### src/rtl/conv_encoder_core.sv
// rtl/conv_encoder_core.sv - rate 1/N_OUT convolutional encoder with CtrlPort registers and stream I/O
//
// Ports:
//   ce_clk, ce_rst_n      single clock, synchronous active-low reset
//   s_ctrlport_*          register access; ack and read data one cycle after a request
//   s_axis_*              input items, MSB of each item encoded first
//   m_axis_*              coded output items, first coded bit in the MSB of each item
//
// Registers: 0x00 CTRL[0]=bypass CTRL[1]=tail_en, 0x04+4*j POLY_j[8:0], 0x20 PKT_CNT (RO).
module conv_encoder_core #(
  parameter int                   ITEM_W = 8,
  parameter int                   K      = 7,
  parameter int                   N_OUT  = 2,
  parameter logic [N_OUT*9-1:0]   G_INIT = {9'o133, 9'o171}
) (
  input  logic              ce_clk,
  input  logic              ce_rst_n,
  input  logic              s_ctrlport_req_wr,
  input  logic              s_ctrlport_req_rd,
  input  logic [19:0]       s_ctrlport_req_addr,
  input  logic [31:0]       s_ctrlport_req_data,
  output logic              s_ctrlport_resp_ack,
  output logic [31:0]       s_ctrlport_resp_data,
  input  logic [ITEM_W-1:0] s_axis_tdata,
  input  logic              s_axis_tlast,
  input  logic              s_axis_tvalid,
  output logic              s_axis_tready,
  output logic [ITEM_W-1:0] m_axis_tdata,
  output logic              m_axis_tkeep,
  output logic              m_axis_tlast,
  output logic              m_axis_tvalid,
  input  logic              m_axis_tready
);

  // The accumulator keeps pending coded bits right-aligned, oldest bit highest.
  // It must hold up to ITEM_W-1 leftover bits plus one fresh group of N_OUT bits.
  localparam int AW = ITEM_W + N_OUT;
  localparam int CW = $clog2(AW + 1);
  localparam int BW = $clog2(ITEM_W + 1);
  localparam int TW = $clog2(K);

  localparam logic [BW-1:0] BIT_LAST  = BW'(ITEM_W - 1);
  localparam logic [TW-1:0] TAIL_LAST = TW'(K - 2);
  localparam logic [CW-1:0] ITEM_CW   = CW'(ITEM_W);
  localparam logic [CW-1:0] NOUT_CW   = CW'(N_OUT);

  typedef enum logic [1:0] {IDLE, SHIFT, TAIL, PAD} state_t;

  state_t            state;
  logic [K-2:0]      sr;
  logic [ITEM_W-1:0] item_reg;
  logic              last_reg;
  logic [BW-1:0]     bit_cnt;
  logic [TW-1:0]     tail_cnt;
  logic [AW-1:0]     acc;
  logic [CW-1:0]     acc_cnt;
  logic              rdy_en;
  logic [31:0]       pkt_cnt;

  // Written registers land in the shadow copies; the active copies follow
  // them only while idle so a packet never sees a mid-stream change.
  logic [1:0]        ctrl_sh;
  logic [1:0]        ctrl_act;
  logic [8:0]        poly_sh  [N_OUT];
  logic [K-1:0]      poly_act [N_OUT];

  logic              bypass;
  logic              tail_en;
  logic              in_bit;
  logic [K-1:0]      r;
  logic [N_OUT-1:0]  coded;
  logic [AW-1:0]     acc_app;
  logic [CW-1:0]     cnt_app;
  logic              word_done;
  logic [ITEM_W-1:0] word_app;
  logic [ITEM_W-1:0] pad_word;
  logic              out_free;
  logic              encoding;
  logic              stall;
  logic              step;
  logic              item_end;
  logic              final_bit;
  logic              in_hs;
  logic [31:0]       rd_val;
  logic              unused_data;

  assign unused_data = ^s_ctrlport_req_data[31:9];
  assign m_axis_tkeep = 1'b1;

  assign bypass    = ctrl_act[0];
  assign tail_en   = ctrl_act[1];
  assign in_bit    = (state == SHIFT) ? item_reg[ITEM_W-1] : 1'b0;
  assign r         = {in_bit, sr};

  // c_0 is the first bit of the group in the stream, so it takes the top slot.
  always_comb begin
    coded = '0;
    for (int j = 0; j < N_OUT; j++) begin
      coded[N_OUT-1-j] = ^(r & poly_act[j]);
    end
  end

  assign acc_app   = (acc << N_OUT) | AW'(coded);
  assign cnt_app   = acc_cnt + NOUT_CW;
  assign word_done = (cnt_app >= ITEM_CW);
  assign word_app  = ITEM_W'(acc_app >> (cnt_app - ITEM_CW));
  assign pad_word  = ITEM_W'(acc << (ITEM_CW - acc_cnt));

  assign out_free  = !m_axis_tvalid || m_axis_tready;
  assign encoding  = (state == SHIFT) || (state == TAIL);
  // A bit is only consumed when any word it completes has somewhere to go.
  assign stall     = encoding && word_done && !out_free;
  assign step      = encoding && !stall;
  assign item_end  = (state == SHIFT) && (bit_cnt == BIT_LAST);
  assign final_bit = (item_end && last_reg && !tail_en) ||
                     ((state == TAIL) && (tail_cnt == TAIL_LAST));

  assign s_axis_tready = rdy_en &&
                         (((state == IDLE) && (!bypass || out_free)) ||
                          (item_end && !last_reg && !stall));
  assign in_hs = s_axis_tvalid && s_axis_tready;

  always_comb begin
    rd_val = '0;
    if (s_ctrlport_req_addr == 20'h00) rd_val = {30'b0, ctrl_sh};
    if (s_ctrlport_req_addr == 20'h20) rd_val = pkt_cnt;
    for (int j = 0; j < N_OUT; j++) begin
      if (s_ctrlport_req_addr == 20'(4 + 4 * j)) rd_val = {23'b0, poly_sh[j]};
    end
  end

  always_ff @(posedge ce_clk) begin
    if (!ce_rst_n) begin
      state                <= IDLE;
      sr                   <= '0;
      item_reg             <= '0;
      last_reg             <= 1'b0;
      bit_cnt              <= '0;
      tail_cnt             <= '0;
      acc                  <= '0;
      acc_cnt              <= '0;
      rdy_en               <= 1'b0;
      pkt_cnt              <= '0;
      m_axis_tvalid        <= 1'b0;
      m_axis_tlast         <= 1'b0;
      m_axis_tdata         <= '0;
      s_ctrlport_resp_ack  <= 1'b0;
      s_ctrlport_resp_data <= '0;
      ctrl_sh              <= 2'b10;
      ctrl_act             <= 2'b10;
      for (int j = 0; j < N_OUT; j++) begin
        poly_sh[j]  <= G_INIT[j*9 +: 9];
        poly_act[j] <= G_INIT[j*9 +: K];
      end
    end else begin
      // tready stays low for the first cycle out of reset.
      rdy_en               <= 1'b1;
      s_ctrlport_resp_ack  <= s_ctrlport_req_rd || s_ctrlport_req_wr;
      s_ctrlport_resp_data <= s_ctrlport_req_rd ? rd_val : 32'b0;

      if (s_ctrlport_req_wr) begin
        if (s_ctrlport_req_addr == 20'h00) ctrl_sh <= s_ctrlport_req_data[1:0];
        for (int j = 0; j < N_OUT; j++) begin
          if (s_ctrlport_req_addr == 20'(4 + 4 * j)) poly_sh[j] <= s_ctrlport_req_data[8:0];
        end
      end

      if (state == IDLE) begin
        ctrl_act <= ctrl_sh;
        for (int j = 0; j < N_OUT; j++) poly_act[j] <= poly_sh[j][K-1:0];
      end

      if (m_axis_tvalid && m_axis_tready) begin
        m_axis_tvalid <= 1'b0;
        if (m_axis_tlast) pkt_cnt <= pkt_cnt + 32'd1;
      end

      case (state)
        IDLE: begin
          if (in_hs) begin
            if (bypass) begin
              m_axis_tvalid <= 1'b1;
              m_axis_tdata  <= s_axis_tdata;
              m_axis_tlast  <= s_axis_tlast;
            end else begin
              item_reg <= s_axis_tdata;
              last_reg <= s_axis_tlast;
              bit_cnt  <= '0;
              state    <= SHIFT;
            end
          end
        end

        SHIFT, TAIL: begin
          if (step) begin
            sr  <= r[K-1:1];
            acc <= acc_app;
            if (word_done) begin
              m_axis_tvalid <= 1'b1;
              m_axis_tdata  <= word_app;
              // A packet ending exactly on a word boundary tags that word now;
              // PAD then finds the accumulator empty and emits nothing.
              m_axis_tlast  <= final_bit && (cnt_app == ITEM_CW);
              acc_cnt       <= cnt_app - ITEM_CW;
            end else begin
              acc_cnt <= cnt_app;
            end

            if (state == SHIFT) begin
              item_reg <= item_reg << 1;
              bit_cnt  <= bit_cnt + 1'b1;
              if (item_end) begin
                if (last_reg) begin
                  tail_cnt <= '0;
                  state    <= tail_en ? TAIL : PAD;
                end else if (in_hs) begin
                  item_reg <= s_axis_tdata;
                  last_reg <= s_axis_tlast;
                  bit_cnt  <= '0;
                end else begin
                  state <= IDLE;
                end
              end
            end else begin
              tail_cnt <= tail_cnt + 1'b1;
              if (tail_cnt == TAIL_LAST) state <= PAD;
            end
          end
        end

        PAD: begin
          if (acc_cnt == '0) begin
            sr    <= '0;
            state <= IDLE;
          end else if (out_free) begin
            m_axis_tvalid <= 1'b1;
            m_axis_tdata  <= pad_word;
            m_axis_tlast  <= 1'b1;
            acc_cnt       <= '0;
            sr            <= '0;
            state         <= IDLE;
          end
        end

        default: state <= IDLE;
      endcase
    end
  end

endmodule
### config.mk
export PLATFORM = sky130hd
export DESIGN_NAME = conv_encoder_core
export DESIGN_NICKNAME = d
export VERILOG_FILES = /design/src/rtl/conv_encoder_core.sv
export SDC_FILE = /design/constraint.sdc
export NUM_CORES = 1
export LEC_CHECK = 0
export CORE_MARGIN = 5
export CORE_UTILIZATION = 48
export CTS_CLUSTER_DIAMETER = 50
export CTS_CLUSTER_SIZE = 8
export DETAILED_ROUTE_END_ITERATION = 10
export GPL_TIMING_DRIVEN = 1
export PLACE_DENSITY = 0.73
export SLEW_MARGIN = 20
export SYNTH_ARGS = -nofsm -noshare
export SYNTH_HDL_FRONTEND = slang
export SYNTH_SLANG_ARGS = --single-unit
### constraint.sdc
create_clock -name ce_clk -period 6.25 [get_ports ce_clk]
set_input_delay 1.25 -clock ce_clk [delete_from_list [all_inputs] [get_ports ce_clk]]
set_output_delay 1.25 -clock ce_clk [all_outputs]
set_load 0.01 [all_outputs]
==> results of run 1 <==
==> through the flow <==
| step | setup WS (ns) | cell area (um^2) | hold slack [ns] | cells |
|---|---|---|---|---|
| after floorplan | 3.02 | 6670 | 0.431 | 687 |
| after global placement | 2.00 | 7650 | 0.440 | 922 |
| after detailed placement | 2.00 | 7650 | 0.449 | 922 |
| after CTS | 1.99 | 8240 | 0.457 | 954 |
| after global routing | 1.89 | 8240 | 0.481 | 954 |
| final | 1.96 | 8240 | 0.453 | 954 |
==> kinds of logic after synthesis <==
kind of cell | share of synthesized area [%]
compound gates | 9.88
xor+xnor | 5.92
fa+ha+maj | 2.06
buf+inv | 3.36
flops | 48.9
mux | 6.41
other cells | 0.0562
simple gates | 23.4
==> power by group <==
part	total (mW)	leakage, nW	internal, mW	switching, mW
clock	1.01	0.285	0.613	0.397
sequential	1.06	1.24	1.02	0.0355
combinational	0.338	1.55	0.148	0.190
total	2.41	3.08	1.79	0.623
==> cells in the mapped netlist (all sizes together), types with 6 or more instances <==
cell     number  area share, %
nand2        52            3.0
nand3        29            2.2
nor4          7            1.1
and3         11            1.0
xor2         22            2.9
mux2i        36            5.4
nor3         16            1.3
nor2         82            4.6
xnor2        21            3.0
or2           8           0.75
and2         31            2.9
a222oi        7            1.0
ha           11            2.1
o21ai        20            1.5
nor2b        14            1.3
nand4        15            1.6
a211oi       12            1.3
inv          14           0.79
mux2          6            1.0
clkbuf       23            1.3
a2111oi       6           0.82
dfxtp       115             34
buf          14            1.2
edfxtp       32             14
and3b         6           0.79
a21oi        22            1.6
nand2b        8           0.75
or3           6           0.58
==> layer usage <==
layer	wire (um)	vias up	global-route usage (%)
met5	0	-	0
met4	351	0	7.80
met3	871	31	5.50
met2	7460	154	31.9
met1	6690	2477	23.3
li1	-	2574	-
==> worst max-delay path: stages <==
cell and delay, ns:
clkdlybuf4s50_1 0.45, or2b_1 0.33, o21ai_1 0.24, nand2_1 0.10
and2_1 0.18, clkdlybuf4s50_1 0.48
==> how the worst max path moves through the flow <==
stage | startpoint | depth (start not counted) | slack [ns] | end
detailed placement | m_axis_tready | 6 | 2.00 | s_axis_tready
global placement | m_axis_tready | 6 | 2.00 | s_axis_tready
floorplan | m_axis_tready | 4 | 3.02 | s_axis_tready
finish | m_axis_tready | 6 | 1.96 | s_axis_tready
CTS | m_axis_tready | 6 | 1.99 | s_axis_tready
global route | m_axis_tready | 6 | 1.89 | s_axis_tready
==> final cells by class <==
type | instances | area (um^2)
clock buffer | 21 | 462
clock inverter | 11 | 125
fill | 1196 | 5530
inverter | 16 | 60.1
multi-input combinational | 487 | 3200
sequential | 147 | 3260
tap | 180 | 225
timing repair buffer | 92 | 908
==> impl_summary.txt, run 1 <==
----------------------------------------------------
[Timing]
  Count of endpoints failing setup in the final report ... 0
  Worst-Margin Slew ... 1.10 ns
  Final count of pins violating max slew ... 0
  Final hold violations ... 0
  RSZ-0062 raised after global routing ... false
  Final setup skew ... 0.0110 ns
  Total Negative Setup Slacks ... 0 ns
  Maximum clock frequency ... 0.233 GHz
  Headroom to the max-slew limit ... 26.1%
  Final period utilization ... 68.6%
  Time the worst path needs with I/O delays and setup ... 4.29 ns

[Clock network]
  Longest Clk Path Bufs ... 2
  CTS clk-pin slew, worst paths ... 0.06 ns
  CTS buffer count ... 17
  Cells resized by post-CTS repair ... 0
  CTS sink cnt ... 147
  Hold buffer count at cts ... 0
  CTS H-Tree Depth ... 4
  CTS tree ... yes
  CTS root buf ... clkbuf_16
  Setup bufs post-CTS ... 0
  Worst-Skew Late Latency ... 0.43 ns

[Die]
  Starting density of the core ... 48.5%
  Ports ... 112
  Floorplan Core Area ... 13800 um^2
  Height of the chip ... 128 um
  Area of the die ... 16400 um^2
  DIE WIDTH ... 128 um
  Cell Rows ... 43

[Critical path]
  Capturing point of the worst reg2reg path ... m_axis_tdata[6]$_SDFFE_PN0P_
  Reg2Reg Launch Point ... acc_cnt[1]$_SDFFE_PN0P_
  Count of cells along the worst register-to-register path ... 7
  Startpoint types ... input pin
  Kind of capture point of the worst setup path ... primary output
  Path type of the worst setup path ... in -> out
  Largest fanout of any net on the critical path ... 7
  Worst EP arrival ... 3.04 ns
  CP required ... 5.00 ns
  Register-to-register path setup slack ... 2.97 ns

[Logic synthesis]
  Synthesized cell area ... 6670 um^2
  EDFF count, synth ... 32
  Cells after Synth ... 687
  Top flip-flop cell by instance count after synthesis ... dfxtp_1
  Register bit total from synthesis ... 147
  Average footprint of a synthesized cell ... 9.71 um^2
  Library cells used by synthesis ... 67
  Async set-or-reset flop fraction in the synthesized netlist ... 0%
  Mapped Nets ... 765
  Synthesis warning total ... 0
  Post-synthesis sequential area ratio ... 48.9%

[Power and ir drop]
  Total power consumption of the routed design ... 2.41 mW
  Power density relative to cell area ... 292 nW/um^2
  Peak supply drop ... 0.000193 V
  Leak Pwr ... 3.08 nW

[Cells and area]
  NumNets Final ... 839
  Highest-count cells in the layout ignoring fill and taps ... dfxtp_1 (115), clkdlybuf4s50_1 (87), nor2_1 (82), nand2_1 (50), mux2i_1 (36)
  Fraction of layout cells with a size suffix above 1 ... 8.14%
  Final design utilization ... 59.8%
  Count of inserted antenna diode cells ... 0
  Most frequent standard cell in the layout excluding fill and tap cells ... dfxtp_1
  Syn-to-layout area delta ... 23.5%
  Biggest registers after layout ... pkt_cnt: 32 flops, s_ctrlport_resp_data: 32 flops, poly_sh: 18 flops

[Drt]
  Detailed Routing Iterations Pass 1 ... 5
  Routed length per placed instance ... 16.1 um
  Antenna Violating Nets Remaining ... 0
  Final routed wirelength across all metal layers ... 15.4 mm
  Number of vias in the routed layout ... 5236
  Violation count after the first detailed-route iteration ... 470
  Total DRC errors in the routed layout ... 0
  Via density per instance ... 5.49

[Global route]
  GR Overflow Total ... 0
  Wire length of the first global-routing pass ... 25.2 mm
  Total GRT Usage ... 19.2%
  Pin count of the biggest net entering global routing ... 78
  Number of antenna violations at the first check in global routing ... 0
  Number of global-route vias before repair ... 5176

[Placed design]
  Routability Congestion ... 0.870
  Number of buffers added on ports ... 87
  Post-detailed-placement half-perimeter wirelength ... 10.7 mm

[Hold path]
  Worst hold path endpoint ... item_reg[0]$_SDFFE_PN0P_
  Type of the worst min-delay path ... reg -> reg
  Source of the worst hold timing path ... item_reg[0]$_SDFFE_PN0P_
  Worst hold path cell count ... 2

[Outcome]
  Status ... completed

[Job]
  Count of maximum capacitance violations ... 0

----------------------------------------------------
Power figures use the tool's default switching activity.
==> run 2, diff against run 1 <==
- clock period: 6.25 -> 4 ns (I/O delays scaled with it)
==> impl_summary.txt, run 2 (synthesis gave the netlist of run 1 again) <==
----------------------------------------------------
[Hold path]
  Type of the worst min-delay path ... reg -> reg (unchanged)
  Worst hold path cell count ... 2 (unchanged)
  Source of the worst hold timing path ... item_reg[0]$_SDFFE_PN0P_ (unchanged)
  Worst hold path endpoint ... item_reg[0]$_SDFFE_PN0P_ (unchanged)

[Placed design]
  Number of buffers added on ports ... 87 (unchanged)
  Routability Congestion ... 0.837 (was 0.870)
  DP Cell Count ... 927 (was 922)
  Worst setup timing slack at the placement stage ... 0.646 ns (was 2.00 ns)
  Dpl cell area ... 7690 um^2 (was 7650 um^2)
  Post-detailed-placement half-perimeter wirelength ... 10.8 mm (was 10.7 mm)

[Global route]
  GR Overflow Total ... 0 (unchanged)
  Pin count of the biggest net entering global routing ... 49 (was 78)
  Number of global-route vias before repair ... 5388 (was 5176)
  Wire length of the first global-routing pass ... 25.1 mm (was 25.2 mm)
  Number of antenna violations at the first check in global routing ... 0 (unchanged)
  Total GRT Usage ... 18.9% (was 19.2%)

[Clock network]
  CTS clk-pin slew, worst paths ... 0.06 ns (about the same)
  Setup bufs post-CTS ... 0 (unchanged)
  CTS H-Tree Depth ... 4 (unchanged)
  CTS tree ... yes (unchanged)
  Longest Clk Path Bufs ... 2 (unchanged)
  Cells resized by post-CTS repair ... 0 (unchanged)
  Hold buffer count at cts ... 0 (unchanged)
  CTS buffer count ... 17 (unchanged)
  CTS root buf ... clkbuf_16 (unchanged)
  Worst-Skew Late Latency ... 0.42 ns (was 0.43 ns)
  CTS sink cnt ... 147 (unchanged)

[Cells and area]
  NumNets Final ... 844 (was 839)
  Filler instances ... 1196 (unchanged)
  Count of inserted antenna diode cells ... 0 (unchanged)
  Biggest registers after layout ... pkt_cnt: 32 flops, s_ctrlport_resp_data: 32 flops, poly_sh: 18 flops (unchanged)
  Final design utilization ... 59.8% (about the same)
  Area of the multi-input gates ... 3200 um^2 (unchanged)
  Sequential cell area ... 3260 um^2 (unchanged)
  Most frequent standard cell in the layout excluding fill and tap cells ... dfxtp_1 (unchanged)
  Non-filler cells, final ... 959 (was 954)
  Fraction of layout cells with a size suffix above 1 ... 8.60% (was 8.14%)
  Highest-count cells in the layout ignoring fill and taps ... dfxtp_1 (115), clkdlybuf4s50_1 (87), nor2_1 (82), nand2_1 (50), mux2i_1 (36) (unchanged)
  Final Cell Area ... 8240 um^2 (about the same)
  Syn-to-layout area delta ... 23.5% (about the same)

[Timing]
  Time the worst path needs with I/O delays and setup ... 3.48 ns
  Final period utilization ... 87.0%
  Worst Setup Slack, final ... 0.519 ns (was 1.96 ns)
  RSZ-0062 raised after global routing ... false (unchanged)
  Final setup skew ... 0.00703 ns (was 0.0110 ns)
  Maximum clock frequency ... 0.287 GHz
  Count of endpoints failing setup in the final report ... 0 (unchanged)
  Final count of pins violating max slew ... 0 (unchanged)
  Worst-Margin Slew ... 0.677 ns (was 1.10 ns)
  Total Negative Setup Slacks ... 0 ns (unchanged)
  Headroom to the max-slew limit ... 54.9% (was 26.1%)
  Worst hold-check slack ... 0.458 ns (was 0.453 ns)
  Final hold violations ... 0 (unchanged)

[Critical path]
  Largest fanout of any net on the critical path ... 17 (was 7)
  Capturing point of the worst reg2reg path ... m_axis_tdata[6]$_SDFFE_PN0P_ (unchanged)
  Worst EP arrival ... 2.68 ns (was 3.04 ns)
  Reg2Reg Launch Point ... acc_cnt[1]$_SDFFE_PN0P_ (unchanged)
  Path type of the worst setup path ... reg -> out (was in -> out)
  Startpoint types ... register (was input pin)
  CP required ... 3.20 ns (was 5.00 ns)
  Register-to-register path setup slack ... 1.16 ns (was 2.97 ns)
  Kind of capture point of the worst setup path ... primary output (unchanged)
  Count of cells along the worst register-to-register path ... 8 (was 7)

[Power and ir drop]
  Peak supply drop ... 0.000282 V (was 0.000193 V)
  Power density relative to cell area ... 445 nW/um^2 (was 292 nW/um^2)
  Leak Pwr ... 3.07 nW (was 3.08 nW)
  Total power consumption of the routed design ... 3.67 mW (was 2.41 mW)

[Drt]
  Final routed wirelength across all metal layers ... 15.0 mm (was 15.4 mm)
  Routed length per placed instance ... 15.6 um (was 16.1 um)
  Total DRC errors in the routed layout ... 0 (unchanged)
  Number of vias in the routed layout ... 5232 (was 5236)
  Antenna Violating Nets Remaining ... 0 (unchanged)
  Via density per instance ... 5.46 (was 5.49)
  Violation count after the first detailed-route iteration ... 333 (was 470)
  Detailed Routing Iterations Pass 1 ... 6 (was 5)

[Die]
  Area of the die ... 16400 um^2 (unchanged)
  Floorplan Core Area ... 13800 um^2 (unchanged)
  DIE WIDTH ... 128 um (unchanged)
  Cell Rows ... 43 (unchanged)
  Ports ... 112 (unchanged)
  Starting density of the core ... 48.5% (unchanged)
  Height of the chip ... 128 um (unchanged)

[Outcome]
  Status ... completed (unchanged)

[Job]
  Count of maximum capacitance violations ... 0 (unchanged)

----------------------------------------------------
[run 2: cell types whose count changed in the layout (fill, tap and decap cells not counted), sizes merged]
| cell | before | now |
|---|---|---|
| bufinv | 2 | 1 |
| clkbuf | 21 | 19 |
| clkinvlp | 1 | 5 |
| buf | 5 | 10 |
| inv | 18 | 17 |
[run 2: how the worst max path moves through the flow]
| stage | end | cells past startpoint | start |
|---|---|---|---|
| after floorplan | poly_sh[0][10]$_SDFFCE_PP1P_ | 6 | s_ctrlport_req_addr[6] |
| after global placement | s_axis_tready | 6 | m_axis_tready |
| after detailed placement | s_axis_tready | 6 | m_axis_tready |
| after CTS | s_axis_tready | 7 | state[0]$_SDFFE_PN0P_ |
| after global routing | s_axis_tready | 7 | state[0]$_SDFFE_PN0P_ |
| final | s_axis_tready | 7 | state[0]$_SDFFE_PN0P_ |
[run 2: final cells by class]
cell class	instances	share of cell area, %
Clock inverter	13	1.32
Timing Repair Buffer	97	11.5
Inverter	16	0.729
Multi-Input combinational cell	487	38.8
Clock buffer	19	5.37
Sequential cell	147	39.6
Tap cell	180	2.73
[run 2: metal layers]
metal,wire [um],up-vias,GRT usage [%]
met5,0,-,0
met4,267,0,6.37
met3,1020,26,5.67
met2,7190,154,32.1
met1,6490,2473,22.9
li1,-,2579,-
[run 2: where the power goes]
part           internal [mW]  total (mW)  switching [mW]
logic                  0.242       0.548           0.306
clock network          0.866        1.47           0.606
registers               1.60        1.65          0.0484
[run 2: critical path, cell delays in order (launching register included)]
cell and delay, ns:
dfxtp_1 0.39, inv_1 0.08, ha_1 0.60, nand3b_1 0.21, o211ai_2 0.22, nand2_1 0.09, and2_1 0.18, clkdlybuf4s50_1 0.48
==> run 3, diff against run 2 <==
- CELL_PAD_IN_SITES_DETAIL_PLACEMENT: unset -> 2
- CELL_PAD_IN_SITES_GLOBAL_PLACEMENT: unset -> 2
- CORE_ASPECT_RATIO: unset -> 1.4
- CORE_UTILIZATION: 48 -> 33
- PLACE_DENSITY: 0.73 -> unset
- PLACE_DENSITY_LB_ADDON: unset -> 0.1
==> impl_summary.txt, run 3 (synthesis gave the netlist of run 1 again) <==
----------------------------------------------------
[Power and ir drop]
  Peak supply drop ... 0.000279 V (was 0.000282 V)
  Leak Pwr ... 3.09 nW (was 3.07 nW)
  Total power consumption of the routed design ... 3.76 mW (was 3.67 mW)
  Power density relative to cell area ... 451 nW/um^2 (was 445 nW/um^2)

[Die]
  DIE WIDTH ... 130 um (was 128 um)
  Cell Rows ... 61 (was 43)
  Starting density of the core ... 33.5% (was 48.5%)
  Height of the chip ... 178 um (was 128 um)
  Ports ... 112 (unchanged)
  Floorplan Core Area ... 19900 um^2 (was 13800 um^2)
  Area of the die ... 23200 um^2 (was 16400 um^2)

[Critical path]
  Startpoint types ... input pin (was register)
  Gate family responsible for the most delay along the worst path ... buffers and inverters (was adder cells)
  Delay of the slowest cell on the worst path ... 0.48 ns (was 0.60 ns)
  CP required ... 3.20 ns (about the same)
  Buffer and inverter count on the worst path ... 2 (unchanged)
  Path type of the worst setup path ... in -> out (was reg -> out)
  Worst EP arrival ... 2.66 ns (was 2.68 ns)
  Reg2Reg Launch Point ... state[1]$_SDFFE_PN0P_ (was acc_cnt[1]$_SDFFE_PN0P_)
  Series of cell instances along the critical path ... clkdlybuf4s50_1 > or2b_1 > o21ai_1 > nand2_1 > and2_1 > clkdlybuf4s50_1 (was inv_1 > ha_1 > nand3b_1 > o211ai_2 > nand2_1 > and2_1 > clkdlybuf4s50_1)
  Crit-path slowest cell ... clkdlybuf4s50_1 (was ha_1)
  First element of the critical path ... m_axis_tready (was state[0]$_SDFFE_PN0P_)
  Register-to-register path setup slack ... 1.21 ns (was 1.16 ns)
  Largest fanout of any net on the critical path ... 7 (was 17)
  Kind of capture point of the worst setup path ... primary output (unchanged)
  Dominant cell type by count on the critical path ... clkdlybuf4s50_1

[Timing]
  Count of endpoints failing setup in the final report ... 0 (unchanged)
  Maximum clock frequency ... 0.289 GHz (was 0.287 GHz)
  Time the worst path needs with I/O delays and setup ... 3.46 ns (was 3.48 ns)
  Final setup skew ... 0.0128 ns (was 0.00703 ns)
  Worst-Margin Slew ... 0.854 ns (was 0.677 ns)
  Total Negative Setup Slacks ... 0 ns (unchanged)
  Headroom to the max-slew limit ... 43.1% (was 54.9%)
  Final period utilization ... 86.4% (was 87.0%)
  Final count of pins violating max slew ... 0 (unchanged)
  Final hold violations ... 0 (unchanged)
  Worst hold-check slack ... 0.462 ns (was 0.458 ns)
  RSZ-0062 raised after global routing ... false (unchanged)

[Clock network]
  CTS buffer count ... 17 (unchanged)
  Longest Clk Path Bufs ... 2 (unchanged)
  Cells resized by post-CTS repair ... 0 (unchanged)
  Setup bufs post-CTS ... 0 (unchanged)
  CTS clk-pin slew, worst paths ... 0.06 ns (about the same)
  CTS tree ... yes (unchanged)
  CTS root buf ... clkbuf_16 (unchanged)
  Hold buffer count at cts ... 0 (unchanged)
  CTS sink cnt ... 147 (unchanged)
  CTS H-Tree Depth ... 4 (unchanged)
  Worst-Skew Late Latency ... 0.43 ns (was 0.42 ns)

[Global route]
  Total GRT Usage ... 17.6% (was 18.9%)
  Wire length of the first global-routing pass ... 31.7 mm (was 25.1 mm)
  Pin count of the biggest net entering global routing ... 78 (was 49)
  Number of antenna violations at the first check in global routing ... 0 (unchanged)
  GR Overflow Total ... 0 (unchanged)
  Number of global-route vias before repair ... 6051 (was 5388)

[Drt]
  Violation count after the first detailed-route iteration ... 237 (was 333)
  Number of vias in the routed layout ... 5354 (was 5232)
  Final routed wirelength across all metal layers ... 19.6 mm (was 15.0 mm)
  Via density per instance ... 5.18 (was 5.46)
  Antenna Violating Nets Remaining ... 0 (unchanged)
  Detailed Routing Iterations Pass 1 ... 4 (was 6)
  Routed length per placed instance ... 19.0 um (was 15.6 um)
  Total DRC errors in the routed layout ... 0 (unchanged)

[Cells and area]
  NumNets Final ... 846 (was 844)
  Count of inserted antenna diode cells ... 0 (unchanged)
  Final design utilization ... 41.9% (was 59.8%)
  Highest-count cells in the layout ignoring fill and taps ... dfxtp_1 (115), clkdlybuf4s50_1 (87), nor2_1 (82), nand2_1 (50), mux2i_1 (36) (unchanged)
  Syn-to-layout area delta ... 25.1% (was 23.5%)
  Fraction of layout cells with a size suffix above 1 ... 9.09% (was 8.60%)
  Most frequent standard cell in the layout excluding fill and tap cells ... dfxtp_1 (unchanged)
  Biggest registers after layout ... pkt_cnt: 32 flops, s_ctrlport_resp_data: 32 flops, poly_sh: 18 flops (unchanged)

[Placed design]
  Post-detailed-placement half-perimeter wirelength ... 14.5 mm (was 10.8 mm)
  Routability Congestion ... 0.772 (was 0.837)
  Number of buffers added on ports ... 87 (unchanged)

[Outcome]
  Status ... completed (unchanged)

[Job]
  Count of maximum capacitance violations ... 0 (unchanged)

[Hold path]
  Type of the worst min-delay path ... reg -> reg (unchanged)
  Source of the worst hold timing path ... item_reg[0]$_SDFFE_PN0P_ (unchanged)

----------------------------------------------------
-- run 3: where the power goes --
part | switching [mW] | internal (mW)
combinational | 0.334 | 0.246
clock | 0.665 | 0.867
sequential | 0.0499 | 1.60
total | 1.05 | 2.71
-- run 3: path summary, 6_finish.rpt --
path / endpoint / depth (start not counted)
worst min register to register: item_reg[0]$_SDFFE_PN0P_ / 2
worst max register to register: m_axis_tdata[1]$_SDFFE_PN0P_ / 8
worst min-delay path: item_reg[0]$_SDFFE_PN0P_ / 2
worst max-delay path: s_axis_tready / 6
-- run 3: layout make-up --
cell class              count  area, um^2
inverters                  16        60.1
clock inverters            12         119
clock buffers              20         437
repair buffers             99         961
fillers                  2139       11600
well taps                 252         315
flip-flops and latches    147        3260
multi-input cells         487        3200
-- run 3: worst reg2reg max path, delay by kind of cell (launching register included) --
family / cells / cell delay (ns)
compound gates: 5 / 1.39
fa+ha+maj: 1 / 0.52
simple gates: 1 / 0.29
flops: 1 / 0.34
buf+inv: 1 / 0.09
-- run 3: per-layer routing --
metal	vias up	part of all wire [%]	GRT usage (%)
met3	15	2.8	3.59
met5	-	0	0
met4	0	1.2	5.16
met2	86	57	34.2
met1	2681	39	18.7
li1	2572	-	-
-- run 3: through the flow --
step                area (um^2)  worst slack, ns  std cells
CTS                        8350            0.530       1033
global route               8350            0.411       1033
floorplan                  6670             1.44        687
global placement           7790            0.547       1001
detailed placement         7800            0.527       1001
finish                     8350            0.544       1033
